==> src/rtl/sonar_pkg.sv <==
// Shared types and default timing for the sonar scheduler and the downstream
// averaging/intensity stages.
package sonar_pkg;

  typedef enum logic [2:0] {
    IDLE,
    SELECT,
    TRIG,
    WAIT_RISE,
    MEASURE,
    GUARD
  } sonar_state_t;

  // 40 MHz clk, 0.8 us tick
  localparam int unsigned SONAR_NUM_SENSORS   = 4;
  localparam int unsigned SONAR_CLK_DIV       = 32;
  localparam int unsigned SONAR_TRIG_TICKS    = 16;
  localparam int unsigned SONAR_TIMEOUT_TICKS = 47500;
  localparam int unsigned SONAR_GUARD_TICKS   = 12500;
  localparam int unsigned SONAR_RESULT_W      = 12;

  function automatic int unsigned id_width(input int unsigned n);
    return (n > 1) ? $clog2(n) : 1;
  endfunction

  function automatic int unsigned max_u(input int unsigned a, input int unsigned b);
    return (a > b) ? a : b;
  endfunction

endpackage

==> src/rtl/sonar_scheduler_if.sv <==
// Sensor pins, scan control and tagged result bus of the sonar scheduler.
// master = scheduler side, slave = sensors/consumer side.
interface sonar_scheduler_if
  import sonar_pkg::*;
#(
  parameter int unsigned NUM_SENSORS = SONAR_NUM_SENSORS,
  parameter int unsigned RESULT_W    = SONAR_RESULT_W
);

  localparam int unsigned ID_W = id_width(NUM_SENSORS);

  logic                   enable;
  logic [NUM_SENSORS-1:0] sensor_mask;
  logic [NUM_SENSORS-1:0] echo;
  logic [NUM_SENSORS-1:0] trig;
  logic [RESULT_W-1:0]    result;
  logic [ID_W-1:0]        result_id;
  logic                   result_valid;
  logic                   result_timeout;
  logic                   busy;

  modport master (
    input  enable, sensor_mask, echo,
    output trig, result, result_id, result_valid, result_timeout, busy
  );

  modport slave (
    output enable, sensor_mask, echo,
    input  trig, result, result_id, result_valid, result_timeout, busy
  );

endinterface

==> src/rtl/sonar_tick_gen.sv <==
// Free-running clock divider; tick is high for one clk every CLK_DIV clks.
module sonar_tick_gen #(
  parameter int unsigned CLK_DIV = 32
) (
  input  logic clk,
  input  logic reset,
  output logic tick
);

  localparam int unsigned DIV_W = (CLK_DIV > 1) ? $clog2(CLK_DIV) : 1;
  localparam logic [DIV_W-1:0] DIV_LAST = DIV_W'(CLK_DIV - 1);

  logic [DIV_W-1:0] div_q;

  always_ff @(posedge clk or posedge reset) begin
    if (reset) begin
      div_q <= '0;
    end else if (div_q == DIV_LAST) begin
      div_q <= '0;
    end else begin
      div_q <= div_q + DIV_W'(1);
    end
  end

  assign tick = (div_q == DIV_LAST);

endmodule

==> src/rtl/sonar_scheduler.sv <==
// Round-robin HC-SR04 scheduler: fires one sensor at a time, times its echo in
// ticks and publishes one tagged result per measurement.
module sonar_scheduler
  import sonar_pkg::*;
#(
  parameter int unsigned NUM_SENSORS   = SONAR_NUM_SENSORS,
  parameter int unsigned CLK_DIV       = SONAR_CLK_DIV,
  parameter int unsigned TRIG_TICKS    = SONAR_TRIG_TICKS,
  parameter int unsigned TIMEOUT_TICKS = SONAR_TIMEOUT_TICKS,
  parameter int unsigned GUARD_TICKS   = SONAR_GUARD_TICKS,
  parameter int unsigned RESULT_W      = SONAR_RESULT_W
) (
  input  logic             clk,
  input  logic             reset,
  sonar_scheduler_if.master bus
);

  localparam int unsigned ID_W  = id_width(NUM_SENSORS);
  localparam int unsigned CNT_W =
      $clog2(max_u(max_u(TIMEOUT_TICKS, GUARD_TICKS), TRIG_TICKS) + 1);

  localparam logic [CNT_W-1:0]    TIMEOUT_CNT = CNT_W'(TIMEOUT_TICKS);
  localparam logic [CNT_W-1:0]    TRIG_LAST   = CNT_W'(TRIG_TICKS - 1);
  localparam logic [CNT_W-1:0]    GUARD_LAST  = CNT_W'(GUARD_TICKS - 1);
  localparam logic [RESULT_W-1:0] WCNT_MAX    = '1;

  sonar_state_t           state_q;
  logic [ID_W-1:0]        cur_q;
  logic                   first_q;
  logic [CNT_W-1:0]       tcnt_q;
  logic [RESULT_W-1:0]    wcnt_q;
  logic                   seen_low_q;
  logic [NUM_SENSORS-1:0] echo_meta_q;
  logic [NUM_SENSORS-1:0] echo_s_q;
  logic [NUM_SENSORS-1:0] trig_q;
  logic [RESULT_W-1:0]    result_q;
  logic [ID_W-1:0]        result_id_q;
  logic                   result_valid_q;
  logic                   result_timeout_q;
  logic                   busy_q;

  logic            tick;
  logic            echo_cur;
  logic            tcnt_inc;
  logic            sel_found;
  logic            hi_found;
  logic [ID_W-1:0] hi_idx;
  logic [ID_W-1:0] any_idx;
  logic [ID_W-1:0] sel_idx;

  sonar_tick_gen #(
    .CLK_DIV(CLK_DIV)
  ) u_tick_gen (
    .clk  (clk),
    .reset(reset),
    .tick (tick)
  );

  assign echo_cur = echo_s_q[cur_q];
  // tcnt parks at the timeout value so a late rise still times out in MEASURE
  assign tcnt_inc = tick && (tcnt_q != TIMEOUT_CNT);

  // Lowest masked index above the previous one, else wrap to the lowest overall
  always_comb begin
    sel_found = 1'b0;
    hi_found  = 1'b0;
    hi_idx    = '0;
    any_idx   = '0;
    for (int i = NUM_SENSORS - 1; i >= 0; i--) begin
      if (bus.sensor_mask[i]) begin
        sel_found = 1'b1;
        any_idx   = ID_W'(i);
        if (first_q || (i > int'(cur_q))) begin
          hi_found = 1'b1;
          hi_idx   = ID_W'(i);
        end
      end
    end
    sel_idx = hi_found ? hi_idx : any_idx;
  end

  always_ff @(posedge clk or posedge reset) begin
    if (reset) begin
      state_q          <= IDLE;
      cur_q            <= '0;
      first_q          <= 1'b1;
      tcnt_q           <= '0;
      wcnt_q           <= '0;
      seen_low_q       <= 1'b0;
      echo_meta_q      <= '0;
      echo_s_q         <= '0;
      trig_q           <= '0;
      result_q         <= '0;
      result_id_q      <= '0;
      result_valid_q   <= 1'b0;
      result_timeout_q <= 1'b0;
      busy_q           <= 1'b0;
    end else begin
      echo_meta_q    <= bus.echo;
      echo_s_q       <= echo_meta_q;
      result_valid_q <= 1'b0;
      unique case (state_q)
        IDLE: begin
          if (bus.enable && |bus.sensor_mask) begin
            state_q <= SELECT;
            busy_q  <= 1'b1;
          end
        end
        SELECT: begin
          if (sel_found) begin
            cur_q   <= sel_idx;
            first_q <= 1'b0;
            trig_q  <= NUM_SENSORS'(1) << sel_idx;
            tcnt_q  <= '0;
            state_q <= TRIG;
          end else begin
            state_q <= IDLE;
            busy_q  <= 1'b0;
          end
        end
        TRIG: begin
          if (tick) begin
            if (tcnt_q == TRIG_LAST) begin
              trig_q     <= '0;
              tcnt_q     <= '0;
              wcnt_q     <= '0;
              seen_low_q <= 1'b0;
              state_q    <= WAIT_RISE;
            end else begin
              tcnt_q <= tcnt_q + CNT_W'(1);
            end
          end
        end
        WAIT_RISE: begin
          if (tcnt_inc) tcnt_q <= tcnt_q + CNT_W'(1);
          if (!echo_cur) seen_low_q <= 1'b1;
          if (echo_cur && seen_low_q) begin
            // the rise clk counts as the first clk of the pulse
            wcnt_q  <= tick ? RESULT_W'(1) : '0;
            state_q <= MEASURE;
          end else if (tcnt_q == TIMEOUT_CNT) begin
            result_q         <= '0;
            result_id_q      <= cur_q;
            result_timeout_q <= 1'b1;
            result_valid_q   <= 1'b1;
            tcnt_q           <= '0;
            state_q          <= GUARD;
          end
        end
        MEASURE: begin
          if (tcnt_inc) tcnt_q <= tcnt_q + CNT_W'(1);
          if (tick && (wcnt_q != WCNT_MAX)) wcnt_q <= wcnt_q + RESULT_W'(1);
          if (!echo_cur || (tcnt_q == TIMEOUT_CNT)) begin
            result_q         <= wcnt_q;
            result_id_q      <= cur_q;
            result_timeout_q <= echo_cur;
            result_valid_q   <= 1'b1;
            tcnt_q           <= '0;
            state_q          <= GUARD;
          end
        end
        GUARD: begin
          if (tick) begin
            if (tcnt_q == GUARD_LAST) begin
              tcnt_q <= '0;
              if (bus.enable && |bus.sensor_mask) begin
                state_q <= SELECT;
              end else begin
                state_q <= IDLE;
                busy_q  <= 1'b0;
              end
            end else begin
              tcnt_q <= tcnt_q + CNT_W'(1);
            end
          end
        end
        default: begin
          state_q <= IDLE;
          trig_q  <= '0;
          busy_q  <= 1'b0;
        end
      endcase
    end
  end

  assign bus.trig           = trig_q;
  assign bus.result         = result_q;
  assign bus.result_id      = result_id_q;
  assign bus.result_valid   = result_valid_q;
  assign bus.result_timeout = result_timeout_q;
  assign bus.busy           = busy_q;

endmodule
==> src/flat_wrapper.sv <==
// flat-port wrapper written by rule: the top's interface ports become plain ports
module sonar_scheduler_flat import sonar_pkg::*;
#(
  parameter int unsigned NUM_SENSORS   = SONAR_NUM_SENSORS,
  parameter int unsigned CLK_DIV       = SONAR_CLK_DIV,
  parameter int unsigned TRIG_TICKS    = SONAR_TRIG_TICKS,
  parameter int unsigned TIMEOUT_TICKS = SONAR_TIMEOUT_TICKS,
  parameter int unsigned GUARD_TICKS   = SONAR_GUARD_TICKS,
  parameter int unsigned RESULT_W      = SONAR_RESULT_W
)
  (clk, reset, bus_enable, bus_sensor_mask, bus_echo, bus_trig, bus_result, bus_result_id, bus_result_valid, bus_result_timeout, bus_busy);
  sonar_scheduler_if #(.NUM_SENSORS(NUM_SENSORS), .RESULT_W(RESULT_W)) bus_i ();
  input  logic clk;
  input  logic reset;
  input wire logic [$bits(bus_i.enable)-1:0] bus_enable;
  input wire logic [$bits(bus_i.sensor_mask)-1:0] bus_sensor_mask;
  input wire logic [$bits(bus_i.echo)-1:0] bus_echo;
  output wire logic [$bits(bus_i.trig)-1:0] bus_trig;
  output wire logic [$bits(bus_i.result)-1:0] bus_result;
  output wire logic [$bits(bus_i.result_id)-1:0] bus_result_id;
  output wire logic [$bits(bus_i.result_valid)-1:0] bus_result_valid;
  output wire logic [$bits(bus_i.result_timeout)-1:0] bus_result_timeout;
  output wire logic [$bits(bus_i.busy)-1:0] bus_busy;
  assign bus_i.enable = bus_enable;
  assign bus_i.sensor_mask = bus_sensor_mask;
  assign bus_i.echo = bus_echo;
  assign bus_trig = bus_i.trig;
  assign bus_result = bus_i.result;
  assign bus_result_id = bus_i.result_id;
  assign bus_result_valid = bus_i.result_valid;
  assign bus_result_timeout = bus_i.result_timeout;
  assign bus_busy = bus_i.busy;
  sonar_scheduler #(.NUM_SENSORS(NUM_SENSORS), .CLK_DIV(CLK_DIV), .TRIG_TICKS(TRIG_TICKS), .TIMEOUT_TICKS(TIMEOUT_TICKS), .GUARD_TICKS(GUARD_TICKS), .RESULT_W(RESULT_W)) u_core (.clk(clk), .reset(reset), .bus(bus_i));
endmodule
==> config.mk <==
export PLATFORM = sky130hd
export DESIGN_NAME = sonar_scheduler_flat
export DESIGN_NICKNAME = d
export VERILOG_FILES = /design/src/rtl/sonar_pkg.sv /design/src/rtl/sonar_scheduler_if.sv /design/src/rtl/sonar_tick_gen.sv /design/src/rtl/sonar_scheduler.sv /design/src/flat_wrapper.sv
export SDC_FILE = /design/constraint.sdc
export NUM_CORES = 1
export LEC_CHECK = 0
export CORE_ASPECT_RATIO = 1.25
export CORE_MARGIN = 1.5
export CORE_UTILIZATION = 55
export CTS_CLUSTER_SIZE = 20
export DETAILED_ROUTE_END_ITERATION = 8
export PLACE_DENSITY = 0.76
export SYNTH_ARGS = -nofsm -noshare
export SYNTH_HDL_FRONTEND = slang
export SYNTH_SLANG_ARGS = --single-unit
==> constraint.sdc <==
create_clock -name clk -period 6.3 [get_ports clk]
set_input_delay 1.26 -clock clk [delete_from_list [all_inputs] [get_ports clk]]
set_output_delay 1.26 -clock clk [all_outputs]
set_load 0.005 [all_outputs]
* Yosys cells after proc, flatten, opt, wreduce, memory -nomap -nowiden
Cells that the tools add are included.
** Operators by class
- Add/sub/neg operators :: 3
- Multipliers :: 0
- Divide/modulo/power cells :: 0
- $lt $le $gt $ge :: 4
- Equality and inequality tests :: 26
- Shift-type cells :: 1
- Mux-type cells :: 85
- Bitwise operators :: 2
- Reduce and logical (&&, ||, !) cells :: 25
** Operator list (number)
- 2-to-1 mux 16 bit :: 9
- 2-to-1 mux 12 bit :: 7
- case mux 16 bit (5 select lines) :: 1
- case mux 12 bit (3 select lines) :: 1
- 2-to-1 mux 2 bit :: 17
- 2-to-1 mux 1 bit :: 29
- 2-to-1 mux 3 bit :: 8
- case mux 12 bit (2 select lines) :: 1
- inequality test 2 x 1 -> 1 bit (second input constant) :: 10
- case mux 3 bit (6 select lines) :: 1
- adder 16 x 1 -> 16 bit (second input constant) :: 1
- == test 16 x 14 -> 1 bit (second input constant) :: 1
- == test 16 bit (second input constant) :: 1
- == test 16 x 4 -> 1 bit (second input constant) :: 1
- inequality test 16 bit (second input constant) :: 1
- AND reduction 4 bit :: 4
- adder 12 x 1 -> 12 bit (second input constant) :: 1
- 2-to-1 mux 4 bit :: 3
- inequality test 12 bit (second input constant) :: 1
- case mux 4 bit (3 select lines) :: 1
- inequality test 2 bit (second input constant) :: 4
- OR reduction 4 bit :: 2
- AND reduction 7 bit :: 1
- == test 3 x 2 -> 1 bit (second input constant) :: 2
- other kinds (26) :: 38
** Word-level totals
- Flip-flop bits (word level) :: 69
- Latch bits :: 0
- RAM bits :: 0
- Memory bits (read-only) :: 0
- Bits of input ports :: 11
- Memories :: 0

* Longest topological paths before layout
Gate-level depths: netlist of run 1.
- Depth after elaboration :: 14
- Depth in mapped cells :: 10
- Gate-level depth less buffers :: 9

* Modules after synthesis
A second synthesis of run 1 with hierarchy kept.
** Unflattened totals
- Cells, all modules :: 418
- Area, all modules :: 3876.2 sq um
** Modules (own cells, without submodules)
- sonar_scheduler :: times used 1, cells each 402, area each 3663.5 sq um, seq. area each 1602.8 sq um
- sonar_tick_gen :: times used 1, cells each 16, area each 212.7 sq um, seq. area each 125.1 sq um

* Least setup slack after synthesis of run 1
Ideal clock, no wire load.
- Kind :: input to register
- From :: input port bus_sensor_mask[0]
- To :: register u_core.tcnt_q[9]
- Arrival time :: 2564 ps
- Required time :: 6199 ps
- Setup slack :: 3635 ps
- Stages on the path :: 6
- Path buffers :: 0
- Cell sequence :: nor4_1 > a21oi_1 > o21ai_0 > nor3_1 > o31a_1 > o32ai_1
** On the way
- Cells in the longest elaborated chain, start to end :: 3
** Ends and longest elaborated chain
- from (decl) :: RTL line flat_wrapper.sv:16 : input wire logic [$bits(bus_i.sensor_mask)-1:0] bus_sensor_mask;
- 2-to-1 mux 1 bit :: RTL line sonar_scheduler.sv:70 : if (bus.sensor_mask[i]) begin
- inequality test 2 x 1 -> 1 bit (no source line)
- AND reduction 4 bit (no source line)
- to (signal assigned) :: RTL line sonar_scheduler.sv:130 : tcnt_q <= tcnt_q + CNT_W'(1);
- to (signal assigned) :: RTL line sonar_scheduler.sv:135 : if (tcnt_inc) tcnt_q <= tcnt_q + CNT_W'(1);
- to (signal assigned) :: RTL line sonar_scheduler.sv:151 : if (tcnt_inc) tcnt_q <= tcnt_q + CNT_W'(1);
- to (decl) :: RTL line sonar_scheduler.sv:30 : logic [CNT_W-1:0] tcnt_q;
Every way passes these cells.
A chain may end at the register's enable or synchronous reset.

* Worst setup path in the final report of run 1
- From :: input port bus_sensor_mask[1]
- To :: register u_core.tcnt_q[4]
** On the way
- Cells in the longest elaborated chain, start to end :: 4
** Ends and longest elaborated chain (RTL line)
- 2-to-1 mux 1 bit (2 in series) :: sonar_scheduler.sv:70
- inequality test 2 x 1 -> 1 bit (no source line)
- AND reduction 4 bit (no source line)
Every way passes these cells.

==> results of run 1 <==
-- through the flow --
| stage | worst slack (ns) | hold slack (ns) | cell area (µm²) | power, µW |
|---|---|---|---|---|
| floorplan | 3.302 | 0.3312 | 3720 | 477.7 |
| global placement | 2.726 | 0.3319 | 4089 | 493.4 |
| detailed placement | 2.734 | 0.3355 | 4089 | 494.3 |
| CTS | 3.078 | 0.3508 | 4258 | 809.7 |
| global route | 2.857 | 0.3571 | 4258 | 834.9 |
| finish | 3.021 | 0.3497 | 4258 | 800.1 |
-- worst max path at each step --
stage                                  end  slack [ns]  cells after the start
after floorplan            u_core.bus.busy        3.30                      1
after global placement    u_core.tcnt_q[4]        2.73                      6
after detailed placement  u_core.tcnt_q[1]        2.73                      6
after CTS                 u_core.tcnt_q[1]        3.08                      6
after global routing      u_core.tcnt_q[2]        2.86                      6
final                     u_core.tcnt_q[4]        3.02                      6
-- flip-flops by register name, summed over array words and instances, names as in the netlist, 2 cells and up --
register                 count
u_core.tcnt_q               16
u_core.bus.result           12
u_core.wcnt_q               12
u_core.u_tick_gen.div_q      5
u_core.bus.trig              4
u_core.echo_meta_q           4
u_core.echo_s_q              4
u_core.state_q               3
u_core.bus.result_id         2
u_core.cur_q                 2
-- Yosys cell counts (all sizes together), types with 6 or more instances --
cell,instances
dfrtp,68
nor2,28
a31oi,12
nand4,8
xnor2,13
nand2b,7
inv,16
o22ai,6
nor3,9
nand3,19
a22o,18
and3,6
o21ai,32
a21o,6
nand2,31
a21oi,24
clkbuf,9
-- kinds of logic (layout without fill, tap and decap cells) --
family / after synthesis / after routing
and+or+nand+nor: 140 / 140
xor gates and xnor gates: 14 / 14
adders and majority gates: 5 / 5
AOI/OAI and AO/OA: 133 / 133
muxes: 3 / 3
buffers and inverters: 30 / 65
DFF: 69 / 69
-- where the power goes --
part / leakage (µW) / switching, µW / internal, µW
Combinational: 0.000748 / 18.9 / 15.3
Sequential: 0.000910 / 3.11 / 448
Clock: 0.0000901 / 162 / 152
Total: 0.00175 / 184 / 616
-- per-layer routing --
layer | global-route usage, % | up-vias | part of all wire, %
met2 | 41.89 | 124 | 50
met5 | 0 | - | 0
met1 | 31.28 | 1571 | 42
met4 | 10.65 | 0 | 2.3
li1 | - | 1545 | -
met3 | 5.797 | 20 | 6.4
-- layout make-up --
cell class	instances	area share, %
repair buffers	33	7.640
clock buffers	12	3.409
multi-input cells	295	43.84
well taps	87	2.557
inverters	16	1.411
flip-flops and latches	69	40.58
clock inverters	4	0.5583
-- worst register-to-register path: stages, from the launching register on --
cell and delay, ns:
sky130_fd_sc_hd__dfrtp_1 0.46, sky130_fd_sc_hd__or4_4 0.54, sky130_fd_sc_hd__or4_4 0.65, sky130_fd_sc_hd__a21oi_2 0.55, sky130_fd_sc_hd__a31oi_1 0.32, sky130_fd_sc_hd__buf_4 0.31
sky130_fd_sc_hd__mux2_2 0.27
==> flow_summary.json, run 1 <==
{
  "worstHoldPathType": "reg -> reg",
  "routed_via_density": 6.318,
  "synth.lib_cells_used.distinct": 61,
  "power.density_cell_area_nw_per_um2": 187.9,
  "min_period_ns": 3.279,
  "postLayoutCoreUtil_pct": 64.86,
  "synth_fp_nets": 410,
  "skew_ns": 0.007202,
  "critical_path.top_delay_family": "compound AO/OA/AOI/OAI gates",
  "fillers": 518,
  "gpl.final_weighted_congestion": 0.9260,
  "route.final.wire_length_um": 8550,
  "grt_pass1_wl_um": 14120,
  "synth.mux.area_fraction_pct": 1.211,
  "status": "finished clean",
  "cpMaxStageDelayCell": "sky130_fd_sc_hd__nor4_1",
  "netlist_top_cells_area": "sky130_fd_sc_hd__dfrtp_1, sky130_fd_sc_hd__a22o_1, sky130_fd_sc_hd__o21ai_0, sky130_fd_sc_hd__nand2_1, sky130_fd_sc_hd__xnor2_1",
  "post_cts_resized": 0,
  "insertion_delay_ns": 0.35,
  "cts_inserted_buffers": 9,
  "number_of_remaining_drc_errors": 0,
  "synth_top_flop_cell": "sky130_fd_sc_hd__dfrtp_1",
  "hpwlAfterDp_um": 5949,
  "min_delay_path_depth": 0,
  "reg2reg_depth": 6,
  "area_growth_synth_to_finish_pct": 14.46,
  "synth_top_area_share_pct": 45.75,
  "timing.final.crit_share_pct": 52.06,
  "yosys_register_bits": 69,
  "unrepaired_setup_endpoints_after_global_routing": "no",
  "drtPass1Iterations": 5,
  "path_buf_inv": 1,
  "critical_path.cell_chain": "clkdlybuf4s50_1 -> nor4_1 -> a21oi_1 -> o21ai_0 -> nor3b_1 -> a31oi_1",
  "worstSetupPathType": "in -> reg",
  "layout_common_cells": "sky130_fd_sc_hd__dfrtp_1, sky130_fd_sc_hd__o21ai_0, sky130_fd_sc_hd__nand2_1, sky130_fd_sc_hd__clkdlybuf4s50_1, sky130_fd_sc_hd__nor2_1",
  "worstPathArrival_ns": 3.55,
  "cts_hold_buffers": 0,
  "slew_headroom_pct": 36.12,
  "synth_area_per_cell_um2": 9.441,
  "yosys.area_share.xor_xnor_pct": 3.296,
  "leakage_uw": 0.001748,
  "crit_required_ns": 6.57,
  "post_synthesis_instance_area_um2": 3720,
  "place.detailed.instances": 500,
  "fmaxAchievable_mhz": 304.9,
  "initialDrtViolationCount": 272,
  "design.die.area_um2": 7269,
  "ys_warn_count": 0,
  "post_dr_wirelength_cell_um": 16.57,
  "async_flop_share_pct": 100.0,
  "min_delay_worst_endpoint": "u_core.echo_s_q[1]",
  "antenna_cells": 0,
  "cts.htree.levels": 3,
  "tritoncts": "built",
  "final-instance-count-excl-fill": 516,
  "synth_top_family_by_area": "compound AO/OA/AOI/OAI gates",
  "die_w_um": 76.56,
  "max-clock-path-buffers": 2,
  "timing.critical_path.to_type": "flop",
  "largest_net_degree_at_the_start_of_global_routing": 70,
  "fin_tns_setup_ns": 0,
  "most_common_cell_after_layout_fill_and_taps_aside": "sky130_fd_sc_hd__dfrtp_1",
  "global_route.overflow_total": 0,
  "cts.repair_timing.setup_buffer_count": 0,
  "worst_setup_path_startpoint": "bus_sensor_mask[1]",
  "count_of_pins_over_their_slew_limit": 0,
  "yosysTopAreaCell": "sky130_fd_sc_hd__dfrtp_1",
  "multiInputGateArea_um2": 1867,
  "cp-start-kind": "primary input",
  "clock-sinks": 69,
  "synth-simple-area-share_pct": 19.78,
  "floorplan.core_area_um2": 6565,
  "rows": 33,
  "vdd_ir_drop_max_v": 0.0001601,
  "first_global_vias": 2941,
  "synth_compound_gate_area_share_pct": 24.22,
  "post_route_cells_drive_above_1_share_pct": 6.760,
  "design.portCount": 32,
  "floorplan.die.height_um": 94.95,
  "route.vias.total": 3260,
  "number_of_nets_still_failing_antenna_checks_after_routing": 0,
  "hold_violations": 0,
  "setup_violations": 0,
  "worst_slew_pin_slew_ns": 0.9495,
  "worstHoldStart": "u_core.echo_meta_q[1]",
  "critical_path.max_fanout": 8,
  "cap_viol_max_count": 0,
  "grt_usage_pct": 25.03,
  "io_buffers": 31,
  "reg2reg_setup_slack_ns": 3.08,
  "clkTransAtPathRegs_ns": 0.07,
  "seq_area_frac_synth_pct": 46.45,
  "nNetsFinal": 440,
  "buffer_type_at_the_clock_tree_root": "sky130_fd_sc_hd__clkbuf_8",
  "synth-edff-count": 0,
  "grt_antenna_before_repair": 0,
  "synth_fa_ha_area_share_pct": 1.682,
  "start_util_pct": 56.66,
  "seq_area_um2": 1728,
  "r2r-start": "u_core.tcnt_q[10]",
  "r2r_end": "u_core.bus.result_id[1]",
  "post_synth_inst_count": 394,
  "cpPeakStageDelay_ns": 0.61
}
Note: power is estimated with default switching activity, not from simulation.
==> run 2, diff against run 1 <==
--- a/config.mk
+++ b/config.mk
@@ -7,7 +7,7 @@
 export LEC_CHECK = 0
 export CORE_ASPECT_RATIO = 1.25
 export CORE_MARGIN = 1.5
-export CORE_UTILIZATION = 55
+export CORE_UTILIZATION = 52
 export CTS_CLUSTER_SIZE = 20
 export DETAILED_ROUTE_END_ITERATION = 8
 export PLACE_DENSITY = 0.76
==> constraint.sdc (replaced) <==
create_clock -name clk -period 3 [get_ports clk]
set_input_delay 0.6 -clock clk [delete_from_list [all_inputs] [get_ports clk]]
set_output_delay 0.6 -clock clk [all_outputs]
set_load 0.005 [all_outputs]
==> run 2 against run 1 <==
Net effect: via count rose by 1.9%; core utilization down 1.6 points; critical path depth is the same; hold slack about the same; cell count grew 2.1%; sequential share of layout area shrank 1.2 points; global-route usage rose by 0.60 points; die area increased by 5.6%.
==> flow_summary.json, run 2 (synthesis results as in run 1) <==
{
  "skew_ns": 0.01277,
  "antenna_cells": 0,
  "drtPass1Iterations": 5,
  "clkTransAtPathRegs_ns": 0.08,
  "io_buffers": 31,
  "worstHoldPathType": "reg -> reg",
  "hold_violations": 0,
  "tritoncts": "built",
  "start_util_pct": 53.64,
  "worstPathArrival_ns": 2.88,
  "die_w_um": 78.65,
  "crit_required_ns": 3.23,
  "min_delay_path_depth": 0,
  "timing.final.crit_share_pct": 88.37,
  "post_cts_resized": 0,
  "grt_pass1_wl_um": 15410,
  "cap_viol_max_count": 0,
  "rows": 34,
  "finalPower_uw": 1868,
  "layout_common_cells": "sky130_fd_sc_hd__dfrtp_1, sky130_fd_sc_hd__o21ai_0, sky130_fd_sc_hd__nand2_1, sky130_fd_sc_hd__clkdlybuf4s50_1, sky130_fd_sc_hd__nor2_1",
  "worstSetupPathType": "reg -> reg",
  "max-clock-path-buffers": 2,
  "hpwlAfterDp_um": 6432,
  "buffer_type_at_the_clock_tree_root": "sky130_fd_sc_hd__clkbuf_8",
  "grt_most_used_layer": "met2",
  "insertion_delay_ns": 0.35,
  "initialDrtViolationCount": 242,
  "cp-start-kind": "flop",
  "count_of_pins_over_their_slew_limit": 0,
  "largest_register_ffs": 16,
  "number_of_remaining_drc_errors": 0,
  "slew_headroom_pct": 48.80,
  "reg2reg_setup_slack_ns": 0.35,
  "leakage_uw": 0.001812,
  "vdd_ir_drop_max_v": 0.0003527,
  "cts_hold_buffers": 0,
  "min_delay_worst_endpoint": "u_core.echo_s_q[0]",
  "globalRouteMet1Util_pct": 31.35,
  "worstHoldStart": "u_core.echo_meta_q[0]",
  "gpl.final_weighted_congestion": 1.014,
  "r2r-start": "u_core.tcnt_q[10]",
  "fin_tns_setup_ns": 0,
  "nNetsFinal": 448,
  "place.detailed.instances": 511,
  "route.final.wire_length_um": 9121,
  "met3_usage_pct": 5.070,
  "setup_violations": 0,
  "number_of_nets_still_failing_antenna_checks_after_routing": 0,
  "power.density_cell_area_nw_per_um2": 425.6,
  "grt_antenna_before_repair": 0,
  "status": "finished clean",
  "routed_via_density": 6.306,
  "cts_inserted_buffers": 9,
  "unrepaired_setup_endpoints_after_global_routing": "no",
  "design.portCount": 32,
  "global_route.overflow_total": 0,
  "clock-sinks": 69,
  "route.vias.total": 3323,
  "cts.htree.levels": 3,
  "largest-register": "u_core.tcnt_q",
  "first_global_vias": 3200,
  "final-instance-count-excl-fill": 527,
  "r2r_end": "u_core.tcnt_q[3]",
  "met2_track_usage_gr_pct": 41.64,
  "worst_slew_pin_slew_ns": 0.7645,
  "cts.repair_timing.setup_buffer_count": 0,
  "reg2reg_depth": 6,
  "floorplan.die.height_um": 97.56,
  "floorplan.core_area_um2": 6934,
  "min_period_ns": 2.651,
  "critical_path.max_fanout": 10,
  "fmaxAchievable_mhz": 377.2,
  "post_dr_wirelength_cell_um": 17.31,
  "design.die.area_um2": 7673,
  "largest_net_degree_at_the_start_of_global_routing": 70,
  "area_growth_synth_to_finish_pct": 17.96,
  "grt_usage_pct": 25.63,
  "post_route_cells_drive_above_1_share_pct": 8.924,
  "timing.critical_path.to_type": "flop",
  "most_common_cell_after_layout_fill_and_taps_aside": "sky130_fd_sc_hd__dfrtp_1"
}
-- run 2: how the worst max path moves through the flow --
stage	endpoint	startpoint	cells past startpoint
floorplan	u_core.tcnt_q[11]	u_core.tcnt_q[5]	7
global placement	u_core.tcnt_q[9]	bus_sensor_mask[1]	8
detailed placement	u_core.tcnt_q[6]	bus_sensor_mask[1]	7
CTS	u_core.tcnt_q[3]	u_core.tcnt_q[10]	6
global route	u_core.tcnt_q[13]	u_core.u_tick_gen.div_q[0]	10
finish	u_core.tcnt_q[3]	u_core.tcnt_q[10]	6
-- run 2: critical path, stage by stage (launching register included) --
cell and delay, ns:
sky130_fd_sc_hd__dfrtp_1 0.49, sky130_fd_sc_hd__or4_4 0.55, sky130_fd_sc_hd__or4_4 0.63, sky130_fd_sc_hd__and3_1 0.24
sky130_fd_sc_hd__a21o_1 0.27, sky130_fd_sc_hd__o21ai_0 0.25, sky130_fd_sc_hd__o2bb2ai_1 0.10
-- run 2: per-stage QoR --
step / cell area, µm² / util (%) / hold slack [ns] / worst slack [ns]
3_3_place_gp: 4165 / 60.07 / 0.3322 / 0.3389
2_1_floorplan: 3720 / - / 0.3312 / 0.5894
4_1_cts: 4388 / 63.28 / 0.3523 / 0.3788
3_5_place_dp: 4165 / 60.07 / 0.3362 / 0.3091
5_1_grt: 4388 / 63.28 / 0.3606 / 0.1217
6_report: 4388 / 63.28 / 0.3497 / 0.3488
-- run 2: metal layers --
metal	part of all wire (%)	up-vias	wire, µm
li1	-	1556	-
met1	41	1614	3766
met2	50	128	4574
met3	5.3	25	483
met4	3.2	0	296
met5	0	-	0
-- run 2: area by class of cell --
| class | count | area (µm²) |
|---|---|---|
| clock inverter | 7 | 98.84 |
| fill | 572 | 2546 |
| timing repair buffer | 41 | 397.9 |
| clock buffer | 9 | 123.9 |
| tap | 90 | 112.6 |
| inverter | 16 | 60.06 |
| multi-input combinational | 295 | 1867 |
| sequential | 69 | 1728 |
-- run 2: report_power, final --
group | switching, µW | leakage [µW] | internal [µW] | total, µW
clock network | 374 | 0.000110 | 472 | 846
registers | 6.71 | 0.000910 | 940 | 947
logic | 40.7 | 0.000792 | 34.1 | 74.8
total | 421 | 0.00181 | 1450 | 1870
